File: src/rtl/la_wave_render.sv
// VGA display stage for the logic-analyser capture: 640x480@60 timing, capture RAM
// addressing and rendering of 8 channels as stacked square-wave traces.
module la_wave_render #(
    parameter int H_ACT  = 640,
    parameter int H_FP   = 16,
    parameter int H_SYN  = 96,
    parameter int H_BP   = 48,
    parameter int V_ACT  = 480,
    parameter int V_FP   = 10,
    parameter int V_SYN  = 2,
    parameter int V_BP   = 33,
    parameter int N_SMP  = 43,
    parameter int CELL_W = 14,
    parameter int CH_H   = 48,
    parameter int X0     = 19,
    parameter int Y0     = 48,
    parameter int RD_LAT = 3
) (
    input  logic       clk,
    input  logic       rst_n,
    input  logic       ram_flag_one,
    input  logic [7:0] q_sig,
    output logic [5:0] vga_addr,
    output logic       vga_hs,
    output logic       vga_vs,
    output logic [7:0] vga_rgb
);

    localparam int H_TOT = H_ACT + H_FP + H_SYN + H_BP;
    localparam int V_TOT = V_ACT + V_FP + V_SYN + V_BP;

    localparam logic [9:0] H_END    = 10'(H_TOT - 1);
    localparam logic [9:0] V_END    = 10'(V_TOT - 1);
    localparam logic [9:0] H_ACT_L  = 10'(H_ACT);
    localparam logic [9:0] V_ACT_L  = 10'(V_ACT);
    localparam logic [9:0] HS_BEG   = 10'(H_ACT + H_FP);
    localparam logic [9:0] HS_END   = 10'(H_ACT + H_FP + H_SYN);
    localparam logic [9:0] VS_BEG   = 10'(V_ACT + V_FP);
    localparam logic [9:0] VS_END   = 10'(V_ACT + V_FP + V_SYN);
    localparam logic [9:0] X_BEG    = 10'(X0);
    localparam logic [9:0] X_END    = 10'(X0 + N_SMP * CELL_W);
    localparam logic [9:0] Y_BEG    = 10'(Y0);
    localparam logic [9:0] Y_END    = 10'(Y0 + 8 * CH_H);
    localparam logic [3:0] SUB_LAST = 4'(CELL_W - 1);
    localparam logic [5:0] ROW_LAST = 6'(CH_H - 1);
    localparam logic [5:0] ROW_HI   = 6'd8;
    localparam logic [5:0] ROW_LO   = 6'(CH_H - 8);

    typedef struct packed {
        logic       hs;
        logic       vs;
        logic       act;
        logic       plot;
        logic       sub0;
        logic       col0;
        logic [2:0] band;
        logic [5:0] row;
    } pix_t;

    // Syncs reset to their inactive level so no spurious pulse leaves the pipe.
    localparam pix_t PIX_RST = '{hs: 1'b1, vs: 1'b1, default: '0};

    logic [9:0] hcnt_q, hcnt_d, vcnt_q, vcnt_d;
    logic [5:0] row_q, row_d;
    logic [2:0] band_q, band_d;
    logic [3:0] sub_q, sub_d;
    logic [5:0] addr_q, addr_d;
    logic       disp_ok_q;
    logic       in_x, in_y;
    pix_t       st_d;
    pix_t       st_q [RD_LAT+1];
    pix_t       s_end;
    logic [7:0] last_q;
    logic       hs_q, vs_q;
    logic [7:0] rgb_q, rgb_d;
    logic       bit_cur, bit_prev;

    always_comb begin
        hcnt_d = hcnt_q + 10'd1;
        vcnt_d = vcnt_q;
        row_d  = row_q;
        band_d = band_q;
        if (hcnt_q == H_END) begin
            hcnt_d = '0;
            vcnt_d = (vcnt_q == V_END) ? '0 : vcnt_q + 10'd1;
            if (vcnt_d == Y_BEG) begin
                row_d  = '0;
                band_d = '0;
            end else if (row_q == ROW_LAST) begin
                row_d  = '0;
                band_d = band_q + 3'd1;
            end else begin
                row_d  = row_q + 6'd1;
            end
        end
    end

    assign in_x = (hcnt_q >= X_BEG) && (hcnt_q < X_END);
    assign in_y = (vcnt_q >= Y_BEG) && (vcnt_q < Y_END);

    // Column address tracks hcnt with a sub-cell counter instead of a divider.
    always_comb begin
        sub_d  = '0;
        addr_d = '0;
        if (in_x && (hcnt_q != X_BEG)) begin
            if (sub_q == SUB_LAST) begin
                addr_d = addr_q + 6'd1;
            end else begin
                sub_d  = sub_q + 4'd1;
                addr_d = addr_q;
            end
        end
    end

    always_comb begin
        st_d      = PIX_RST;
        st_d.hs   = !((hcnt_q >= HS_BEG) && (hcnt_q < HS_END));
        st_d.vs   = !((vcnt_q >= VS_BEG) && (vcnt_q < VS_END));
        st_d.act  = (hcnt_q < H_ACT_L) && (vcnt_q < V_ACT_L);
        st_d.plot = in_x && in_y;
        st_d.sub0 = in_x && (sub_d == 4'd0);
        st_d.col0 = (addr_d == 6'd0);
        st_d.band = band_q;
        st_d.row  = row_q;
    end

    assign s_end    = st_q[RD_LAT];
    assign bit_cur  = q_sig[s_end.band];
    assign bit_prev = last_q[s_end.band];

    always_comb begin
        rgb_d = 8'h00;
        if (s_end.act && s_end.plot) begin
            if (s_end.row == 6'd0)
                rgb_d = 8'h49;
            else if (!disp_ok_q)
                rgb_d = 8'h00;
            else if (s_end.col0 && (s_end.row == ROW_LAST))
                rgb_d = 8'hE0;
            else if ((bit_cur && (s_end.row == ROW_HI)) || (!bit_cur && (s_end.row == ROW_LO)))
                rgb_d = 8'h1C;
            else if (s_end.sub0 && !s_end.col0 && (bit_cur != bit_prev) &&
                     (s_end.row >= ROW_HI) && (s_end.row <= ROW_LO))
                rgb_d = 8'h1C;
        end
    end

    always_ff @(posedge clk or negedge rst_n) begin
        if (!rst_n) begin
            hcnt_q    <= '0;
            vcnt_q    <= '0;
            row_q     <= '0;
            band_q    <= '0;
            sub_q     <= '0;
            addr_q    <= '0;
            disp_ok_q <= 1'b0;
            for (int i = 0; i <= RD_LAT; i++) st_q[i] <= PIX_RST;
            last_q    <= '0;
            hs_q      <= 1'b1;
            vs_q      <= 1'b1;
            rgb_q     <= '0;
        end else begin
            hcnt_q <= hcnt_d;
            vcnt_q <= vcnt_d;
            row_q  <= row_d;
            band_q <= band_d;
            sub_q  <= sub_d;
            addr_q <= addr_d;
            // Frame freeze: the record is accepted only at the start of vertical blanking.
            if ((hcnt_q == 10'd0) && (vcnt_q == V_ACT_L))
                disp_ok_q <= ram_flag_one;
            st_q[0] <= st_d;
            for (int i = 1; i <= RD_LAT; i++) st_q[i] <= st_q[i-1];
            last_q <= q_sig;
            hs_q   <= s_end.hs;
            vs_q   <= s_end.vs;
            rgb_q  <= rgb_d;
        end
    end

    assign vga_addr = addr_q;
    assign vga_hs   = hs_q;
    assign vga_vs   = vs_q;
    assign vga_rgb  = rgb_q;

endmodule

File: config.mk
export PLATFORM = sky130hd
export DESIGN_NAME = la_wave_render
export DESIGN_NICKNAME = d
export VERILOG_FILES = /design/src/rtl/la_wave_render.sv
export SDC_FILE = /design/constraint.sdc
export NUM_CORES = 1
export LEC_CHECK = 0
export CORE_MARGIN = 2
export CORE_UTILIZATION = 55
export DETAILED_ROUTE_END_ITERATION = 8
export PLACE_DENSITY = 0.81
export SLEW_MARGIN = 0
export SYNTH_ARGS = -nofsm -noshare
export SYNTH_HDL_FRONTEND = slang
export SYNTH_SLANG_ARGS = --single-unit
File: constraint.sdc
create_clock -name clk -period 4.1 [get_ports clk]
set_input_delay 0.615 -clock clk [delete_from_list [all_inputs] [get_ports clk]]
set_output_delay 0.615 -clock clk [all_outputs]
set_load 0.01 [all_outputs]
Yosys cells after proc, flatten, opt, wreduce, memory -nomap -nowiden
Cells that the tools add are included.
{ "op_classes": {"add_sub_neg": 6, "mul": 0, "bitwise": 0, "order_cmp": 13, "mux": 20, "shift": 0, "reduce_logical": 28, "div": 0, "eq_ne": 11} }
{ "ops": {"columns": ["op", "count"], "rows": [
  ["2-to-1 mux 8 bit", 4],
  ["< comparator 10 bit (second input constant)", 3],
  ["< comparator 10 x 9 -> 1 bit (second input constant)", 3],
  ["2-to-1 mux 6 bit", 4],
  ["adder 10 x 1 -> 10 bit (second input constant)", 2],
  ["equality test 10 bit (second input constant)", 2],
  ["2-to-1 mux 10 bit", 2],
  ["equality test 6 bit (second input constant)", 3],
  ["logical AND 1 bit", 17],
  ["adder 6 x 1 -> 6 bit (second input constant)", 2],
  ["zero test 6 bit", 2],
  ["equality test 10 x 6 -> 1 bit (second input constant)", 1],
  ["equality test 10 x 9 -> 1 bit (second input constant)", 1],
  [">= comparator 10 bit (second input constant)", 1],
  [">= comparator 10 x 5 -> 1 bit (second input constant)", 1],
  [">= comparator 10 x 6 -> 1 bit (second input constant)", 1],
  [">= comparator 10 x 9 -> 1 bit (second input constant)", 1],
  ["zero test 10 bit", 1],
  ["2-to-1 mux 5 bit", 2],
  ["inequality test 10 x 5 -> 1 bit (second input constant)", 1],
  ["2-to-1 mux 4 bit", 2],
  ["binary-select mux 1 bit (select 3 bit)", 2],
  ["equality test 6 x 4 -> 1 bit (second input constant)", 1],
  [">= comparator 6 x 4 -> 1 bit (second input constant)", 1],
  ["other kinds (13)", 18]
]} }
{ "totals": {"out_inout_bits": 16, "mem_count": 0, "latchBits": 0, "ram_bits": 0, "regBits": 118, "romBits": 0, "wordCells": 121, "inputBits": 11} }

Depth between registers and ports, before layout
{ "depth": {"ltp_word": 12, "depth_mapped": 8, "mapped_depth_nobuf": 7} }

Worst setup path before layout
No wires, ideal clock.
{ "synth_path": {"path_kind": "register -> register", "from": "reg vcnt_q[1]", "to": "reg row_q[3]", "stages_incl_launch_ff": 8, "setup_slack_ns": 2.096, "setup_ns": 0.136, "period_less_slack_ns": 2.004, "required_ns": 3.964, "arrival_time_ns": 1.868, "path_buffers": 0, "cell_sequence": "dfrtp_1 > inv_1 > ha_1 > or4b_4 > o31ai_4 > o2111ai_4 > nor3_2 > o211ai_1"} }
{ "synth_via": {"elab_chain_cells": 4, "elab_cells_between_ends": 5, "cone_classes": "1 x add/sub; 2 x eq/ne; 2 x mux"} }
{ "synth_lines": {"columns": ["item", "line", "rtl"], "rows": [
  ["start, declared", "63", "logic [9:0] hcnt_q, hcnt_d, vcnt_q, vcnt_d;"],
  ["start signal, assigned", "164", "vcnt_q <= vcnt_d;"],
  ["adder 10 x 1 -> 10 bit or equality test 10 bit (tied branches)", "85", "vcnt_d = (vcnt_q == V_END) ? '0 : vcnt_q + 10'd1;"],
  ["2-to-1 mux 10 bit *", "85", null],
  ["equality test 10 x 6 -> 1 bit *", "86", "if (vcnt_d == Y_BEG) begin"],
  ["2-to-1 mux 6 bit *", "86", null],
  ["end signal, assigned", "165", "row_q <= row_d;"],
  ["end, declared", "64", "logic [5:0] row_q, row_d;"]
]} }
Every way passes the cells marked *; elsewhere a longest branch is shown, timed or not.
A chain may end at the register's enable or synchronous reset.

Final worst setup path
{ "layout_path": {"from": "reg hcnt_q[0]", "to": "reg vcnt_q[3]"} }
{ "layout_via": {"elab_chain_cells": 1} }
{ "layout_lines": {"columns": ["item", "line", "rtl"], "rows": [
  ["start, declared", "63", null],
  ["start signal, assigned", "163", "hcnt_q <= hcnt_d;"],
  ["equality test 10 bit", "83", "if (hcnt_q == H_END) begin"]
]} }
No other way between the ends.

==> impl_results.md <==
* Required time reported for the critical path endpoint at approximately 4.6 ns
* Highest-count cells in the layout ignoring fill and taps: sky130_fd_sc_hd__dfrtp_1 (105), sky130_fd_sc_hd__nand2_1 (35), sky130_fd_sc_hd__clkdlybuf4s50_1 (24)
* Initial drt markers at 129
* DRC at 0
* Routed WL per cell at ~17 um
* Clock latency on the worst-skew pair at between 0.5 and 0.6 ns
* Final HPWL DP at around 5.5 mm
* Startpoint Class: flop
* Root cell of the clock tree: sky130_fd_sc_hd__clkbuf_8
* Unrepaired setup endpoints after global routing: no
* Synth Net Count at 402
* # hold bufs at CTS at 0
* Maximum clock frequency at 429 MHz
* Most frequently used flop master after synthesis: sky130_fd_sc_hd__dfrtp_1
* Number of nets in the final layout at 434
* Global routing usage summed across all routing layers at 22.3%
* Synth Warn # at 0
* Total via count in the routed design at approximately 3000
* Via count of the first global-routing pass at 3141
* Type of the worst setup path: reg -> reg
* Remaining global-route overflow at 0
* Total negative setup slack at 0 ns
* Final Total Pwr at 2.62 mW
* Number of cells upsized or downsized after cts at 0
* Antenna violations before repair at 0
* Avg Synthesized Cell Area at ~12 um^2
* Final critical-path share of the clock period at 56.9%
* Synth Instances at 381
* Worst endpoint data arrival time at between 2 and 3 ns
* Die area at 9240 um^2
* EDFF count, synth at 0
* CTS max path bufs at 2
* Simple-Gate Fraction of Synth Area at 17.2%
* Post-synthesis instance area at 4670 um^2
* Share of flip-flops with an asynchronous set or reset at 100%
* Final weighted congestion in routability-driven placement at around 0.79
* Worst VDD drop at 0.000273 V
* Vert. Die Dim at 96.1 um
* Pin count of the biggest net entering global routing at 42
* Library cell occupying the most area in the post-synthesis netlist: sky130_fd_sc_hd__dfrtp_1
* Synth Register Bits at 115
* Global-route wire length before repair at approximately 15 mm
* Slew HR at 43.9%
* Maximum fanout encountered on the critical timing path at 21
* Setup violation total in the final timing report at 0
* Layout Skew at 0.0113 ns
* Total wirelength of the detailed-routed design at 8.92 mm
* Layout Area Growth over Synthesis at 18.8%
* Proportion of layout cells with a drive suffix above 1 at 15.0%
* Xor and xnor fraction of the mapped netlist area at 3.38%
* Most common library cell in the layout ignoring fill and taps: sky130_fd_sc_hd__dfrtp_1
* Final hold violation count at 0
* Largest family of logic cells by synthesized area: simple AND/OR/NAND/NOR gates
* Ratio of routed vias to standard cells at 5.65
* WHS at about 0.069 ns
* CTS sink cnt at 115
* Multiplexer area fraction after synthesis at 3.22%
* Fraction of the core area covered by cells at the end of the flow at 67.5%
* Area fraction in compound gates after synthesis at under 10%
* Area of the core at 8220 um^2
* Class of the tightest hold or removal check: in -> async
* H-tree levels at 4
* Antenna-violating nets left at 0
* Number of distinct library cell variants in the gate-level netlist after synthesis at 60
* Run status: finished, final reports clean
* Crit path from: hcnt_q[0]$_DFF_PN0_
* Launch point of the worst reg-to-reg path: hcnt_q[0]$_DFF_PN0_
* TritonCTS clock tree: built
* Final max-slew violation count at 0
* # Max-Cap Violations at 0
* Synth top area share at roughly 56%
* Worst Max-Slew Pin Slew at 0.834 ns
* Dominant cells by area after synthesis: sky130_fd_sc_hd__dfrtp_1 (56%), sky130_fd_sc_hd__dfstp_2 (5.6%), sky130_fd_sc_hd__nand2_1 (2.8%)
* Portion of the post-synthesis area used by sequential elements at 61.9%
* Starting density of the core at 56.8%
* Minimum period implied by the final worst setup slack at 2.33 ns
* Horizontal die dimension at 96.1 um
* PortBufs at 25
* Crit path capture type: flop
* Number of buffers added by the clock tree synthesis step at 17
* Area share of fa/ha/maj cells after synthesis at 2.68%
* Clock-pin slew of the registers on the worst-case setup and hold paths at 0.06 ns
* Leakage power summed over all cells at between 2 and 2.5 nW
* PD cells at 473 nW/um^2
* Number of diodes added for antenna fixing at 0
* Post-CTS repair timing setup buffer count at 0
* Standard-cell rows at 33
* Number of top-level pins at 27
* Pre-antenna DRT Iters at 4
logic make-up after synthesis:
group	Yosys count
other	1
muxes	9
AOI/OAI and AO/OA	51
and+or+nand+nor	150
DFF	115
buffers and inverters	27
xor gates and xnor gates	18
adders and majority gates	10
registers in the layout (all words and copies together), names as in the netlist:
| register | flops |
|---|---|
| st_q | 45 |
| s_end | 15 |
| hcnt_q | 10 |
| vcnt_q | 10 |
| last_q | 8 |
| row_q | 6 |
| vga_addr | 6 |
| vga_rgb | 5 |
| sub_q | 4 |
| band_q | 3 |
| disp_ok_q | 1 |
| vga_hs | 1 |
| vga_vs | 1 |
layer usage:
metal,part of all wire [%],track usage (%)
met5,0,0
met1,42,27.8
met2,50,34.7
met3,5.1,7.36
met4,2.7,11.8
cell type report:
type	instances	area [um^2]
inverters	12	45.0
repair buffers	28	270
multi-input cells	239	1620
well taps	105	131
flip-flops and latches	115	2890
fillers	569	2670
clock buffers	20	445
clock inverters	12	144
power breakdown:
group | internal, mW | switching, mW | leakage [nW]
Sequential | 1.14 | 0.00139 | 1.50
Combinational | 0.0132 | 0.0263 | 0.651
Clock | 0.907 | 0.533 | 0.280
Total | 2.06 | 0.560 | 2.43
worst paths after layout:
check                                         to  slack (ns)  cells past startpoint
max                        vcnt_q[3]$_DFFE_PN0N_        1.77                      6
min                         row_q[1]$_DFFE_PN0N_        0.07                      1
max reg2reg                vcnt_q[3]$_DFFE_PN0N_        1.77                      6
min reg2reg                   s_end[2]$_DFF_PN0_        0.34                      0
max in group asynchronous     st_q[58]$_DFF_PN1_        3.15                      2
min in group clk              s_end[2]$_DFF_PN0_        0.34                      0
Yosys cell counts, types with 2 or more instances:
cell type                  instances
sky130_fd_sc_hd__and3_1            3
sky130_fd_sc_hd__mux4_1            2
sky130_fd_sc_hd__dfstp_2          10
sky130_fd_sc_hd__mux2i_1           3
sky130_fd_sc_hd__xor2_1           10
sky130_fd_sc_hd__o211ai_1          2
sky130_fd_sc_hd__a31oi_1           4
sky130_fd_sc_hd__or3_1             5
sky130_fd_sc_hd__clkbuf_8          3
sky130_fd_sc_hd__and2_1            4
sky130_fd_sc_hd__dfrtp_1         105
sky130_fd_sc_hd__nor3b_1           3
sky130_fd_sc_hd__o22ai_1           3
sky130_fd_sc_hd__clkbuf_1          5
sky130_fd_sc_hd__nor4_1            7
sky130_fd_sc_hd__or3b_2            2
sky130_fd_sc_hd__ha_1             10
sky130_fd_sc_hd__o31a_1            2
sky130_fd_sc_hd__o32ai_1           5
sky130_fd_sc_hd__nand2b_1          7
sky130_fd_sc_hd__xnor2_1           8
sky130_fd_sc_hd__a21oi_1           5
sky130_fd_sc_hd__mux2_2            2
sky130_fd_sc_hd__inv_1            12
sky130_fd_sc_hd__o21ai_0          12
sky130_fd_sc_hd__o21ai_1           3
sky130_fd_sc_hd__a21boi_0          2
sky130_fd_sc_hd__or2_2             5
sky130_fd_sc_hd__mux4_2            2
sky130_fd_sc_hd__buf_4             5
sky130_fd_sc_hd__nand3b_1          4
sky130_fd_sc_hd__nand4_1           6
sky130_fd_sc_hd__nor3_1           18
sky130_fd_sc_hd__nor2_1           20
sky130_fd_sc_hd__o31ai_1           4
sky130_fd_sc_hd__nand3_1          19
sky130_fd_sc_hd__o41ai_1           2
sky130_fd_sc_hd__nand2_1          35
critical path, stage by stage, from the launching register on:
cell and delay, ns:
sky130_fd_sc_hd__dfrtp_1 0.38, sky130_fd_sc_hd__ha_1 0.24, sky130_fd_sc_hd__nand3_1 0.21, sky130_fd_sc_hd__or3_1 0.70, sky130_fd_sc_hd__or3_1 0.46, sky130_fd_sc_hd__a21oi_1 0.17
sky130_fd_sc_hd__a21o_1 0.10
through the flow:
step	worst slack, ns	cell area, um^2	instances
6_report	1.77	5540	531
2_1_floorplan	2.10	4670	381
4_1_cts	1.76	5540	531
5_1_grt	1.60	5540	531
3_5_place_dp	1.77	4950	499
3_3_place_gp	1.85	4950	499
Note: power is estimated with default switching activity, not from simulation.
